### config.mk
export PLATFORM = sky130hd
export DESIGN_NAME = fir_nibble_collector_flat
export DESIGN_NICKNAME = d
export VERILOG_FILES = /design/src/rtl/fir_nibble_collector_pkg.sv /design/src/rtl/fir_nibble_collector_if.sv /design/src/rtl/fir_nibble_collector_sync_fifo.sv /design/src/rtl/fir_nibble_collector.sv /design/src/flat_wrapper.sv
export SDC_FILE = /design/constraint.sdc
export NUM_CORES = 1
export LEC_CHECK = 0
export ABC_AREA = 1
export BUFFER_PORTS_ARGS = -buffer_cell sky130_fd_sc_hd__buf_2
export CAP_MARGIN = 25
export CORE_AREA = 2 2 110 191
export DETAILED_ROUTE_END_ITERATION = 6
export DIE_AREA = 0 0 112 193
export HOLD_SLACK_MARGIN = 0.03
export MAX_ROUTING_LAYER = met4
export PLACE_DENSITY = 0.54
export SLEW_MARGIN = 20
export SYNTH_ARGS = -nofsm -noshare
export SYNTH_HDL_FRONTEND = slang
export SYNTH_SLANG_ARGS = --single-unit
### constraint.sdc
create_clock -name clk -period 4 [get_ports clk]
set_input_delay 0.8 -clock clk [delete_from_list [all_inputs] [get_ports clk]]
set_output_delay 0.8 -clock clk [all_outputs]
set_load 0.02 [all_outputs]
### src/rtl/fir_nibble_collector_pkg.sv
`default_nettype none
// ============================================================================
//  Package     : fir_array_pkg
//  Description : Constants and types shared by the nibble-serial filter array
//                and its downstream collector. This includes the nibble width,
//                the array length, the coefficient table and the word-assembly
//                state encoding.
//  Revision    : 1.0 - initial release
// ============================================================================
package fir_array_pkg;

   localparam int NIBBLE_W   = 4;
   localparam int N_PE_ARRAY = 8;

   // Symmetric low-pass taps used by the array (6-bit unsigned)
   localparam logic [5:0] COEFF_TABLE [N_PE_ARRAY] =
      '{6'd4, 6'd12, 6'd25, 6'd34, 6'd34, 6'd25, 6'd12, 6'd4};

   typedef enum logic [0:0] {
      ASM_IDLE    = 1'b0,
      ASM_COLLECT = 1'b1
   } asm_state_e;

   // Bit position of nibble 'idx' inside an assembled word
   function automatic int nibble_lsb(input int idx);
      return idx * NIBBLE_W;
   endfunction

endpackage
`default_nettype wire

### src/rtl/fir_nibble_collector_if.sv
`default_nettype none
// ============================================================================
//  Interface   : fir_nibble_collector_if
//  Description : Nibble stream from the array's last stage plus the
//                valid/ready word-pair output toward the system side.
//  Signals     : Vld        nibble strobe
//                Xout/Yout  X / Y nibble, LSB nibble first
//                out_valid  head word pair available
//                out_ready  consumer accepts head word pair
//                out_x/y    reassembled X / Y word at FIFO head
//  Modports    : master - array + consumer side, slave - collector
//  Revision    : 1.0 - initial release
// ============================================================================
interface fir_nibble_collector_if
   import fir_array_pkg::*;
#(
   parameter int W = 16
) ();

   logic                Vld;
   logic [NIBBLE_W-1:0] Xout;
   logic [NIBBLE_W-1:0] Yout;
   logic                out_valid;
   logic                out_ready;
   logic [W-1:0]        out_x;
   logic [W-1:0]        out_y;

   modport master (
      output Vld, Xout, Yout, out_ready,
      input  out_valid, out_x, out_y
   );

   modport slave (
      input  Vld, Xout, Yout, out_ready,
      output out_valid, out_x, out_y
   );

endinterface
`default_nettype wire

### src/rtl/fir_nibble_collector_sync_fifo.sv
`default_nettype none
// ============================================================================
//  Module      : sync_fifo
//  Description : Single-clock FIFO with a valid/ready read side. Pointers
//                carry one extra wrap bit so that full and empty can be told
//                apart. A write into a full FIFO is accepted only when the
//                head is popped in the same cycle.
//  Ports       : clk, reset         clock, synchronous active-high reset
//                wr_en, wr_data     write request / data
//                full, empty, fill  occupancy status
//                rd_valid, rd_ready, rd_data  head entry handshake
//  Revision    : 1.0 - initial release
// ============================================================================
module sync_fifo #(
   parameter int WIDTH = 32,
   parameter int DEPTH = 4
) (
   input  logic                     clk,
   input  logic                     reset,
   input  logic                     wr_en,
   input  logic [WIDTH-1:0]         wr_data,
   output logic                     full,
   output logic                     empty,
   output logic                     rd_valid,
   input  logic                     rd_ready,
   output logic [WIDTH-1:0]         rd_data,
   output logic [$clog2(DEPTH):0]   fill
);

   localparam int AW = $clog2(DEPTH);

   logic [WIDTH-1:0] r_mem [DEPTH];
   logic [AW:0]      r_wr_ptr;
   logic [AW:0]      r_rd_ptr;
   logic             w_push;
   logic             w_pop;

   assign empty    = (r_wr_ptr == r_rd_ptr);
   assign full     = (r_wr_ptr[AW] != r_rd_ptr[AW]) &&
                     (r_wr_ptr[AW-1:0] == r_rd_ptr[AW-1:0]);
   assign fill     = r_wr_ptr - r_rd_ptr;
   assign rd_valid = ~empty;
   assign rd_data  = r_mem[r_rd_ptr[AW-1:0]];

   assign w_pop  = rd_valid & rd_ready;
   // When full, the slot being written is the one vacated by the pop
   assign w_push = wr_en & (~full | w_pop);

   always_ff @(posedge clk) begin
      if (reset) begin
         r_wr_ptr <= '0;
         r_rd_ptr <= '0;
      end else begin
         if (w_push) r_wr_ptr <= r_wr_ptr + 1'b1;
         if (w_pop)  r_rd_ptr <= r_rd_ptr + 1'b1;
      end
   end

   always_ff @(posedge clk) begin
      if (w_push) r_mem[r_wr_ptr[AW-1:0]] <= wr_data;
   end

endmodule
`default_nettype wire

### src/rtl/fir_nibble_collector.sv
`default_nettype none
// ============================================================================
//  Module      : fir_nibble_collector
//  Description : Sink of the nibble-serial filter array. It reassembles
//                LSB-first X/Y nibbles into full words and buffers completed
//                pairs in a FIFO. It drops partial words when the stream stalls
//                and flags overflow and framing errors with sticky bits.
//  Ports       : clk        clock
//                reset      synchronous active-high reset
//                bus        nibble stream in / word pair out (slave modport)
//                overflow   sticky, a completed word was lost to a full FIFO
//                frame_err  sticky, a partial word timed out
//                fill       FIFO occupancy
//  Revision    : 1.0 - initial release
// ============================================================================
module fir_nibble_collector
   import fir_array_pkg::*;
#(
   parameter int NIBBLES    = 4,
   parameter int FIFO_DEPTH = 4,
   parameter int GAP_MAX    = 15
) (
   input  logic                         clk,
   input  logic                         reset,
   fir_nibble_collector_if.slave        bus,
   output logic                         overflow,
   output logic                         frame_err,
   output logic [$clog2(FIFO_DEPTH):0]  fill
);

   localparam int W  = NIBBLE_W * NIBBLES;
   localparam int IW = (NIBBLES > 1) ? $clog2(NIBBLES) : 1;
   localparam int GW = $clog2(GAP_MAX + 1);

   localparam logic [0:0] S_IDLE    = ASM_IDLE;
   localparam logic [0:0] S_COLLECT = ASM_COLLECT;

   logic [0:0]     r_state;
   logic [IW-1:0]  r_idx;
   logic [GW-1:0]  r_gap;
   logic [W-1:0]   r_x_sh;
   logic [W-1:0]   r_y_sh;
   logic           r_overflow;
   logic           r_frame_err;

   logic [IW-1:0]  w_idx;
   logic [W-1:0]   w_x_asm;
   logic [W-1:0]   w_y_asm;
   logic           w_last;
   logic           w_full;
   logic           w_empty;
   logic           w_rd_valid;
   logic [2*W-1:0] w_rd_data;

   // Word as it looks with the current nibble merged in. A new word starts
   // from zero so no stale bits of a discarded partial word leak through.
   always_comb begin
      w_idx   = (r_state == S_IDLE) ? '0 : r_idx;
      w_x_asm = (r_state == S_IDLE) ? '0 : r_x_sh;
      w_y_asm = (r_state == S_IDLE) ? '0 : r_y_sh;
      w_x_asm[nibble_lsb(int'(w_idx)) +: NIBBLE_W] = bus.Xout;
      w_y_asm[nibble_lsb(int'(w_idx)) +: NIBBLE_W] = bus.Yout;
      w_last  = bus.Vld && (w_idx == IW'(NIBBLES - 1));
   end

   always_ff @(posedge clk) begin
      if (reset) begin
         r_state     <= S_IDLE;
         r_idx       <= '0;
         r_gap       <= '0;
         r_x_sh      <= '0;
         r_y_sh      <= '0;
         r_overflow  <= 1'b0;
         r_frame_err <= 1'b0;
      end else begin
         case (r_state)
            S_IDLE: begin
               if (bus.Vld) begin
                  r_x_sh <= w_x_asm;
                  r_y_sh <= w_y_asm;
                  r_gap  <= '0;
                  // Single-nibble words complete here and never leave IDLE
                  if (!w_last) begin
                     r_state <= S_COLLECT;
                     r_idx   <= IW'(1);
                  end
               end
            end
            S_COLLECT: begin
               if (bus.Vld) begin
                  r_x_sh <= w_x_asm;
                  r_y_sh <= w_y_asm;
                  r_gap  <= '0;
                  if (w_last) begin
                     r_state <= S_IDLE;
                     r_idx   <= '0;
                  end else begin
                     r_idx <= r_idx + IW'(1);
                  end
               end else if (r_gap == GW'(GAP_MAX - 1)) begin
                  r_state     <= S_IDLE;
                  r_idx       <= '0;
                  r_gap       <= '0;
                  r_frame_err <= 1'b1;
               end else begin
                  r_gap <= r_gap + GW'(1);
               end
            end
            default: r_state <= S_IDLE;
         endcase

         // The array cannot be stalled, so a full FIFO without a
         // simultaneous pop means the word is gone
         if (w_last && w_full && !(w_rd_valid && bus.out_ready))
            r_overflow <= 1'b1;
      end
   end

   sync_fifo #(
      .WIDTH (2 * W),
      .DEPTH (FIFO_DEPTH)
   ) u_fifo (
      .clk      (clk),
      .reset    (reset),
      .wr_en    (w_last),
      .wr_data  ({w_x_asm, w_y_asm}),
      .full     (w_full),
      .empty    (w_empty),
      .rd_valid (w_rd_valid),
      .rd_ready (bus.out_ready),
      .rd_data  (w_rd_data),
      .fill     (fill)
   );

   // Storage is not cleared on reset, so data is masked while empty
   assign bus.out_valid = w_rd_valid;
   assign bus.out_x     = w_empty ? '0 : w_rd_data[2*W-1:W];
   assign bus.out_y     = w_empty ? '0 : w_rd_data[W-1:0];
   assign overflow      = r_overflow;
   assign frame_err     = r_frame_err;

endmodule
`default_nettype wire

### src/flat_wrapper.sv
// flat-port wrapper written by rule: the top's interface ports become plain ports
module fir_nibble_collector_flat import fir_array_pkg::*;
#(
   parameter int NIBBLES    = 4,
   parameter int FIFO_DEPTH = 4,
   parameter int GAP_MAX    = 15
)
  (clk, reset, overflow, frame_err, fill, bus_Vld, bus_Xout, bus_Yout, bus_out_ready, bus_out_valid, bus_out_x, bus_out_y);
  fir_nibble_collector_if #(.W(16)) bus_i ();
  input  logic clk;
  input  logic reset;
  output logic overflow;
  output logic frame_err;
  output logic [$clog2(FIFO_DEPTH):0] fill;
  input wire logic [$bits(bus_i.Vld)-1:0] bus_Vld;
  input wire logic [$bits(bus_i.Xout)-1:0] bus_Xout;
  input wire logic [$bits(bus_i.Yout)-1:0] bus_Yout;
  input wire logic [$bits(bus_i.out_ready)-1:0] bus_out_ready;
  output wire logic [$bits(bus_i.out_valid)-1:0] bus_out_valid;
  output wire logic [$bits(bus_i.out_x)-1:0] bus_out_x;
  output wire logic [$bits(bus_i.out_y)-1:0] bus_out_y;
  assign bus_i.Vld = bus_Vld;
  assign bus_i.Xout = bus_Xout;
  assign bus_i.Yout = bus_Yout;
  assign bus_i.out_ready = bus_out_ready;
  assign bus_out_valid = bus_i.out_valid;
  assign bus_out_x = bus_i.out_x;
  assign bus_out_y = bus_i.out_y;
  fir_nibble_collector #(.NIBBLES(NIBBLES), .FIFO_DEPTH(FIFO_DEPTH), .GAP_MAX(GAP_MAX)) u_core (.clk(clk), .reset(reset), .bus(bus_i), .overflow(overflow), .frame_err(frame_err), .fill(fill));
endmodule
==> results.sh, run 1 <==
export IMPL_run_status="complete, no violations"
export IMPL_cp_max_fo=32
export IMPL_place_ws_ns=1.25
export IMPL_synthAdderAreaFrac=0.0216
export IMPL_p_sw_uw=923
export IMPL_hold_buffers=0
export IMPL_drc=0
export IMPL_min_period_over_period=0.793
export IMPL_synth_top_family_by_area="simple AND/OR/NAND/NOR gates"
export IMPL_yosys_mux_area_fraction=0
export IMPL_synthSimpleGateAreaFrac=0.216
export IMPL_synth_cell_type_count=30
export IMPL_ios=50
export IMPL_ys_warnings_count=0
export IMPL_grt_max_degree=65
export IMPL_clk_pin_slew_worst_paths_ns=0.07
export IMPL_core_mm2=0.0202
export IMPL_cts_tree="done"
export IMPL_clkLatencyLatePin_ns=0.43
export IMPL_cts_htree_levels=4
export IMPL_numCtsBuffers=17
export IMPL_cp_start_kind="flop"
export IMPL_hold_violations=0
export IMPL_syn2layout_area_growth_pct=13.5
export IMPL_tns_ns=0
export IMPL_synthDominantCellAreaShare=0.488
export IMPL_fin_ws_ns=0.827
export IMPL_critPathSlowestCell="dfxtp_1"
export IMPL_first_global_vias=5384
export IMPL_cp_cell_sequence="inv_1 -> ha_1 -> nand2_1 -> inv_1 -> nand3_1 -> inv_1 -> buf_4 -> a21oi_1 -> buf_2"
export IMPL_end_kind="output port"
export IMPL_drive_gt1_frac=0.126
export IMPL_syn_avg_cell_area_um2=9.46
export IMPL_drtIter0Drc=346
export IMPL_grt_usage=0.175
export IMPL_gp_congestion=0.778
export IMPL_seqPwrFrac=0.503
export IMPL_synth_cells=833
export IMPL_crit_type="flop to output port"
export IMPL_die_h_um=193
export IMPL_skew_ns=0.0123
export IMPL_yosysTopAreaCell="edfxtp_1"
export IMPL_io_buffer_count=49
export IMPL_max_freq_mhz=315
export IMPL_min_from="u_core.overflow$_SDFFE_PP0P_"
export IMPL_routed_via_density=4.86
export IMPL_hp_class="flop to flop"
export IMPL_async_reset_ff_frac=0
export IMPL_synth_compound_area_frac=0.0789
export IMPL_grt_overflow=0
export IMPL_synth_edff_count=128
export IMPL_peakVddDrop_uv=231
export IMPL_worstReg2RegStart="u_core.u_fifo.r_wr_ptr[0]$_SDFFE_PP0P_"
export IMPL_power_internal_mw=3.06
export IMPL_dieWidth_um=112
export IMPL_fp_row_count=69
export IMPL_crit_start="u_core.u_fifo.r_wr_ptr[0]$_SDFFE_PP0P_"
export IMPL_root_buffer="clkbuf_16"
export IMPL_leakage_nw=3.86
export IMPL_clock_sinks=177
export IMPL_nets=901
export IMPL_crit_arrival_ns=2.37
export IMPL_initial_utilization=0.390
export IMPL_fin_util=0.442
export IMPL_wl_mm=17.5
export IMPL_pwr_share_comb=0.070
export IMPL_ys_seq_area_frac=0.612
export IMPL_critPathMaxStageDelay_ns=0.38
export IMPL_synth_top_cells_by_count="nor2_1 (215), edfxtp_1 (128), nand2_1 (101)"
export IMPL_die_area_mm2=0.0216
export IMPL_worstMarginPinSlew_ns=0.877
export IMPL_dp_hpwl_mm=11.6
export IMPL_drtAntennaViolNets=0
export IMPL_powerDensity_mw_per_mm2=445
export IMPL_p_clk_frac=0.428
export IMPL_synth_area_leaders="edfxtp_1 (49%), dfxtp_1 (12%), nor2_1 (10%)"
export IMPL_yosysMostFrequentCell="nor2_1"
export IMPL_finalCriticalPeriod_ns=3.17
export IMPL_cts_resized=0
export IMPL_maxCapViolations=0
export IMPL_crit_family="buffers and inverters"
export IMPL_ys_seq_elements=177
export IMPL_slew_limit_headroom=0.416
export IMPL_nFillCells=1977
export IMPL_ys_flop_type="edfxtp_1"
export IMPL_vias=5530
export IMPL_antenna_found_initial=0
export IMPL_swShare=0.232
export IMPL_path_buf_inv=5
export IMPL_post_cts_buffers=0
export IMPL_synth_xor_area_frac=0.00334
export IMPL_slew_viol_final=0
export IMPL_cp_required_ns=3.20
export IMPL_firstDrtPassIters=7
export IMPL_rsz0062_at_grt="false"
export IMPL_setup_viol=0
export IMPL_antenna_diode_count=0
export IMPL_clockBufferDepth=2
export IMPL_grt_pass1_wl_mm=28.1
export IMPL_synth_nets=858
export IMPL_path_common_cell="inv_1"
export IMPL_routedWlPerCell_um=15.4
export IMPL_syn_area_mm2=0.00788
through the flow:
step           instance area (um^2)  hold slack, ns  cells  total power, mW
2_1_floorplan                  7880           0.465    833             2.24
3_3_place_gp                   8310           0.436   1104             2.32
3_5_place_dp                   8330           0.444   1105             2.32
4_1_cts                        8940           0.454   1137             4.02
5_1_grt                        8940           0.497   1137             4.13
6_report                       8940           0.450   1137             3.98
cell type report:
cell class | instances | area [um^2] | share of cell area
multi-input cells | 544 | 2550 | 0.285
inverters | 72 | 270 | 0.0302
flip-flops and latches | 177 | 4830 | 0.540
well taps | 248 | 310 | 0.0347
clock inverters | 14 | 175 | 0.0196
clock buffers | 18 | 429 | 0.0480
repair buffers | 64 | 378 | 0.0423
cell families after synthesis:
| group | Yosys count |
|---|---|
| xor gates and xnor gates | 3 |
| buffers and inverters | 112 |
| and+or+nand+nor | 406 |
| DFF | 177 |
| adders and majority gates | 13 |
| AOI/OAI and AO/OA | 122 |
metal layers:
| metal | GRT usage | vias to the layer above | routed length [um] |
|---|---|---|---|
| li1 | - | 2844 | - |
| met1 | 0.188 | 2547 | 7020 |
| met2 | 0.313 | 108 | 9370 |
| met3 | 0.0347 | 31 | 612 |
| met4 | 0.0793 | 0 | 508 |
| met5 | - | - | 0 |
layout by cell type (no fill, tap or decap), types with 2 or more instances in the layout:
cell type,netlist,routed
nor2_1,215,211
edfxtp_1,128,128
nand2_1,101,101
nand3_1,77,77
o21ai_0,74,74
inv_1,69,69
buf_2,14,49
dfxtp_1,49,48
a21oi_1,45,45
clkbuf_16,0,17
buf_4,4,14
ha_1,12,12
nor2_4,4,8
inv_6,0,6
nand2_2,3,3
clkinv_1,2,3
xor2_1,3,3
bufinv_16,0,3
nand2_4,2,2
o21ai_1,2,2
clkinvlp_4,0,2
final timing paths:
path	cells after the start	slack [ns]	endpoint
worst max-delay path	9	0.83	bus_out_y[14]
worst min-delay path	2	0.45	u_core.overflow$_SDFFE_PP0P_
worst max register to register	8	1.52	u_core.u_fifo.r_mem[1][1]$_DFFE_PP_
worst min register to register	2	0.45	u_core.overflow$_SDFFE_PP0P_
worst reg2reg max path: stages, from the launching register on:
cell	delay (ns)
dfxtp_1	0.38
inv_1	0.12
ha_1	0.32
nand2_1	0.08
nor2_1	0.05
nand2_1	0.13
nand2_2	0.20
nor2_4	0.55
buf_4	0.33
flip-flops by register name, indices dropped and copies added, names as in the netlist, named ones only:
name                    flops
u_core.r_y_sh              16
u_core.overflow             1
u_core.r_x_sh              16
u_core.r_idx                2
u_core.r_state              1
u_core.u_fifo.r_mem       128
u_core.u_fifo.r_wr_ptr      3
u_core.frame_err            1
u_core.u_fifo.r_rd_ptr      3
u_core.r_gap                4
power groups by stage:
stage | combinational (mW) | clock (mW) | sequential, mW
floorplan | 0.209 | 0 | 2.04
global placement | 0.277 | 0 | 2.04
detailed placement | 0.283 | 0 | 2.04
CTS | 0.283 | 1.74 | 2.00
global route | 0.317 | 1.81 | 2.00
finish | 0.278 | 1.70 | 2.00
(Power assumes the default switching activity.)
==> run 2: changes to the inputs <==
- ABC_AREA: 1 -> 0
- CORE_AREA: 2 2 110 191 -> 2 2 107 187
- DIE_AREA: 0 0 112 193 -> 0 0 109 189
- clock period: 4 -> 3.1 ns (I/O delays scaled with it)
==> results.sh, run 2 <==
export IMPL_post_cts_buffers=0
export IMPL_cp_required_ns=2.48
export IMPL_yosysTopAreaCell="edfxtp_1"
export IMPL_clockBufferDepth=2
export IMPL_peakVddDrop_uv=354
export IMPL_synthDominantCellAreaShare=0.510
export IMPL_gp_congestion=0.809
export IMPL_path_buf_inv=2
export IMPL_synthSimpleGateAreaFrac=0.119
export IMPL_hold_depth=2
export IMPL_max_freq_mhz=364
export IMPL_cts_tree="done"
export IMPL_rr_worst_depth=4
export IMPL_synth_nets=591
export IMPL_worstMarginPinSlew_ns=0.951
export IMPL_synth_xor_area_frac=0.00465
export IMPL_synth_edff_count=128
export IMPL_tns_ns=0
export IMPL_cts_htree_levels=4
export IMPL_layout_common_cells="edfxtp_1 (128), o21ai_0 (57), buf_2 (49), nand2_1 (48), dfxtp_1 (48)"
export IMPL_fp_row_count=67
export IMPL_routed_via_density=5.39
export IMPL_cp_cell_sequence="buf_12 -> mux4_2 -> nor2b_1 -> buf_2"
export IMPL_rsz0062_at_grt="false"
export IMPL_synthAdderAreaFrac=0.0226
export IMPL_crit_arrival_ns=2.13
export IMPL_crit_type="flop to output port"
export IMPL_core_mm2=0.0190
export IMPL_run_status="complete, no violations"
export IMPL_largest_reg_flops=128
export IMPL_synth_top_family_by_area="simple AND/OR/NAND/NOR gates"
export IMPL_drive_gt1_frac=0.215
export IMPL_power_internal_mw=3.91
export IMPL_first_global_vias=4901
export IMPL_antenna_found_initial=0
export IMPL_maxCapViolations=0
export IMPL_firstDrtPassIters=4
export IMPL_ys_flop_type="edfxtp_1"
export IMPL_slew_viol_final=0
export IMPL_leakage_nw=2.96
export IMPL_skew_ns=0.0114
export IMPL_slew_limit_headroom=0.366
export IMPL_wl_mm=17.1
export IMPL_synth_top_cells_by_count="edfxtp_1 (128), o21ai_0 (57), dfxtp_1 (49)"
export IMPL_finalCriticalPeriod_ns=2.75
export IMPL_antenna_diode_count=0
export IMPL_root_buffer="clkbuf_16"
export IMPL_swShare=0.250
export IMPL_seqPwrFrac=0.492
export IMPL_synth_cells=566
export IMPL_synth_cell_type_count=45
export IMPL_hold_buffers=0
export IMPL_critPathSlowestCell="dfxtp_2"
export IMPL_hp_class="flop to flop"
export IMPL_p_clk_frac=0.385
export IMPL_place_area_mm2=0.00814
export IMPL_final_common_cell="edfxtp_1"
export IMPL_ys_seq_elements=177
export IMPL_routedWlPerCell_um=19.6
export IMPL_io_buffer_count=49
export IMPL_p_sw_mw=1.31
export IMPL_final_area_mm2=0.00869
export IMPL_end_kind="output port"
export IMPL_initial_utilization=0.396
export IMPL_clk_pin_slew_worst_paths_ns=0.06
export IMPL_cp_start_kind="flop"
export IMPL_crit_family="flip-flops"
export IMPL_grt_pass1_wl_mm=26.9
export IMPL_yosys_mux_area_fraction=0.105
export IMPL_syn2layout_area_growth_pct=15.3
export IMPL_setup_viol=0
export IMPL_hold_violations=0
export IMPL_ys_seq_area_frac=0.640
export IMPL_critical_path_depth=4
export IMPL_clkLatencyLatePin_ns=0.43
export IMPL_yosysMostFrequentCell="edfxtp_1"
export IMPL_nets=640
export IMPL_total_power_mw=5.22
export IMPL_clock_sinks=177
export IMPL_dieWidth_um=109
export IMPL_vias=4680
export IMPL_nFillCells=1700
export IMPL_die_area_mm2=0.0206
export IMPL_syn_area_mm2=0.00754
export IMPL_grt_overflow=0
export IMPL_die_h_um=189
export IMPL_synth_area_leaders="edfxtp_1 (51%), dfxtp_1 (13%), mux4_2 (9.6%)"
export IMPL_ios=50
export IMPL_grt_max_degree=43
export IMPL_cp_max_fo=13
export IMPL_numCtsBuffers=17
export IMPL_syn_avg_cell_area_um2=13.3
export IMPL_synth_compound_area_frac=0.0812
export IMPL_async_reset_ff_frac=0
export IMPL_drtAntennaViolNets=0
export IMPL_min_period_over_period=0.887
export IMPL_drc=0
export IMPL_ys_warnings_count=0
export IMPL_dp_hpwl_mm=11.1
export IMPL_grt_usage=0.181
export IMPL_pwr_share_comb=0.123
export IMPL_drtIter0Drc=295
export IMPL_critPathMaxStageDelay_ns=0.61
export IMPL_powerDensity_mw_per_mm2=600
export IMPL_cts_resized=0
-- run 2: cell types whose count changed after synthesis, moves of 17 or more --
| cell | before | now |
|---|---|---|
| nand3_1 | 77 | 38 |
| nor2b_1 | 0 | 44 |
| inv_1 | 69 | 14 |
| o21ai_0 | 74 | 57 |
| nor2_1 | 215 | 7 |
| nand2_1 | 101 | 48 |
| mux4_2 | 0 | 32 |
-- run 2: routing by layer --
layer | share of wire | vias to the layer above | GRT usage | routed length, um
li1 | - | 2213 | - | -
met1 | 0.40 | 2299 | 0.209 | 6860
met2 | 0.52 | 129 | 0.298 | 8900
met3 | 0.035 | 39 | 0.0299 | 595
met4 | 0.041 | 0 | 0.0952 | 708
met5 | 0 | - | - | 0
-- run 2: path summary, 6_finish.rpt --
| kind | start | end | slack (ns) |
|---|---|---|---|
| setup / recovery | flop | bus_out_y[6] | 0.35 |
| hold / removal | u_core.r_x_sh[8]$_SDFFE_PP0P_ | u_core.r_x_sh[8]$_SDFFE_PP0P_ | 0.47 |
| setup reg to reg | u_core.r_idx[0]$_SDFFE_PP0P_ | u_core.u_fifo.r_mem[2][7]$_DFFE_PP_ | 0.46 |
| hold reg to reg | u_core.r_x_sh[8]$_SDFFE_PP0P_ | u_core.r_x_sh[8]$_SDFFE_PP0P_ | 0.47 |
-- run 2: cell type report --
cell class / count / area, um^2 / area share
clock inverter: 13 / 111 / 0.0128
tap: 241 / 302 / 0.0347
multi-input combinational: 338 / 2510 / 0.289
sequential: 177 / 4830 / 0.555
timing repair buffer: 67 / 455 / 0.0524
inverter: 14 / 52.6 / 0.00605
clock buffer: 19 / 433 / 0.0498
-- run 2: per-stage QoR --
step | setup slack [ns] | hold WS (ns) | instances | util
floorplan | 0.690 | 0.450 | 566 | -
global placement | 0.615 | 0.460 | 837 | 0.428
detailed placement | 0.516 | 0.463 | 837 | 0.428
CTS | 0.278 | 0.464 | 869 | 0.457
global route | 0.223 | 0.473 | 869 | 0.457
finish | 0.351 | 0.474 | 869 | 0.457
-- run 2: cell families (layout without fill, tap and decap cells) --
| group | count (synthesis) | after routing |
|---|---|---|
| AOI/OAI and AO/OA | 112 | 112 |
| xor gates and xnor gates | 4 | 4 |
| adders and majority gates | 13 | 13 |
| buffers and inverters | 51 | 113 |
| DFF | 177 | 177 |
| muxes | 38 | 38 |
| and+or+nand+nor | 171 | 171 |
-- run 2: worst register-to-register path: stages (launching register included) --
cell and delay (ns):
dfxtp_1 0.58, nand2_1 0.20, ha_1 0.51, nand4b_1 0.54
o21ai_0 0.56
-- run 2: power groups by stage --
stage	combinational, mW	clock, mW	sequential (mW)
2_1_floorplan	0.457	0	2.59
3_3_place_gp	0.649	0	2.62
3_5_place_dp	0.658	0	2.62
4_1_cts	0.659	2.03	2.57
5_1_grt	0.699	2.13	2.57
6_report	0.644	2.01	2.57
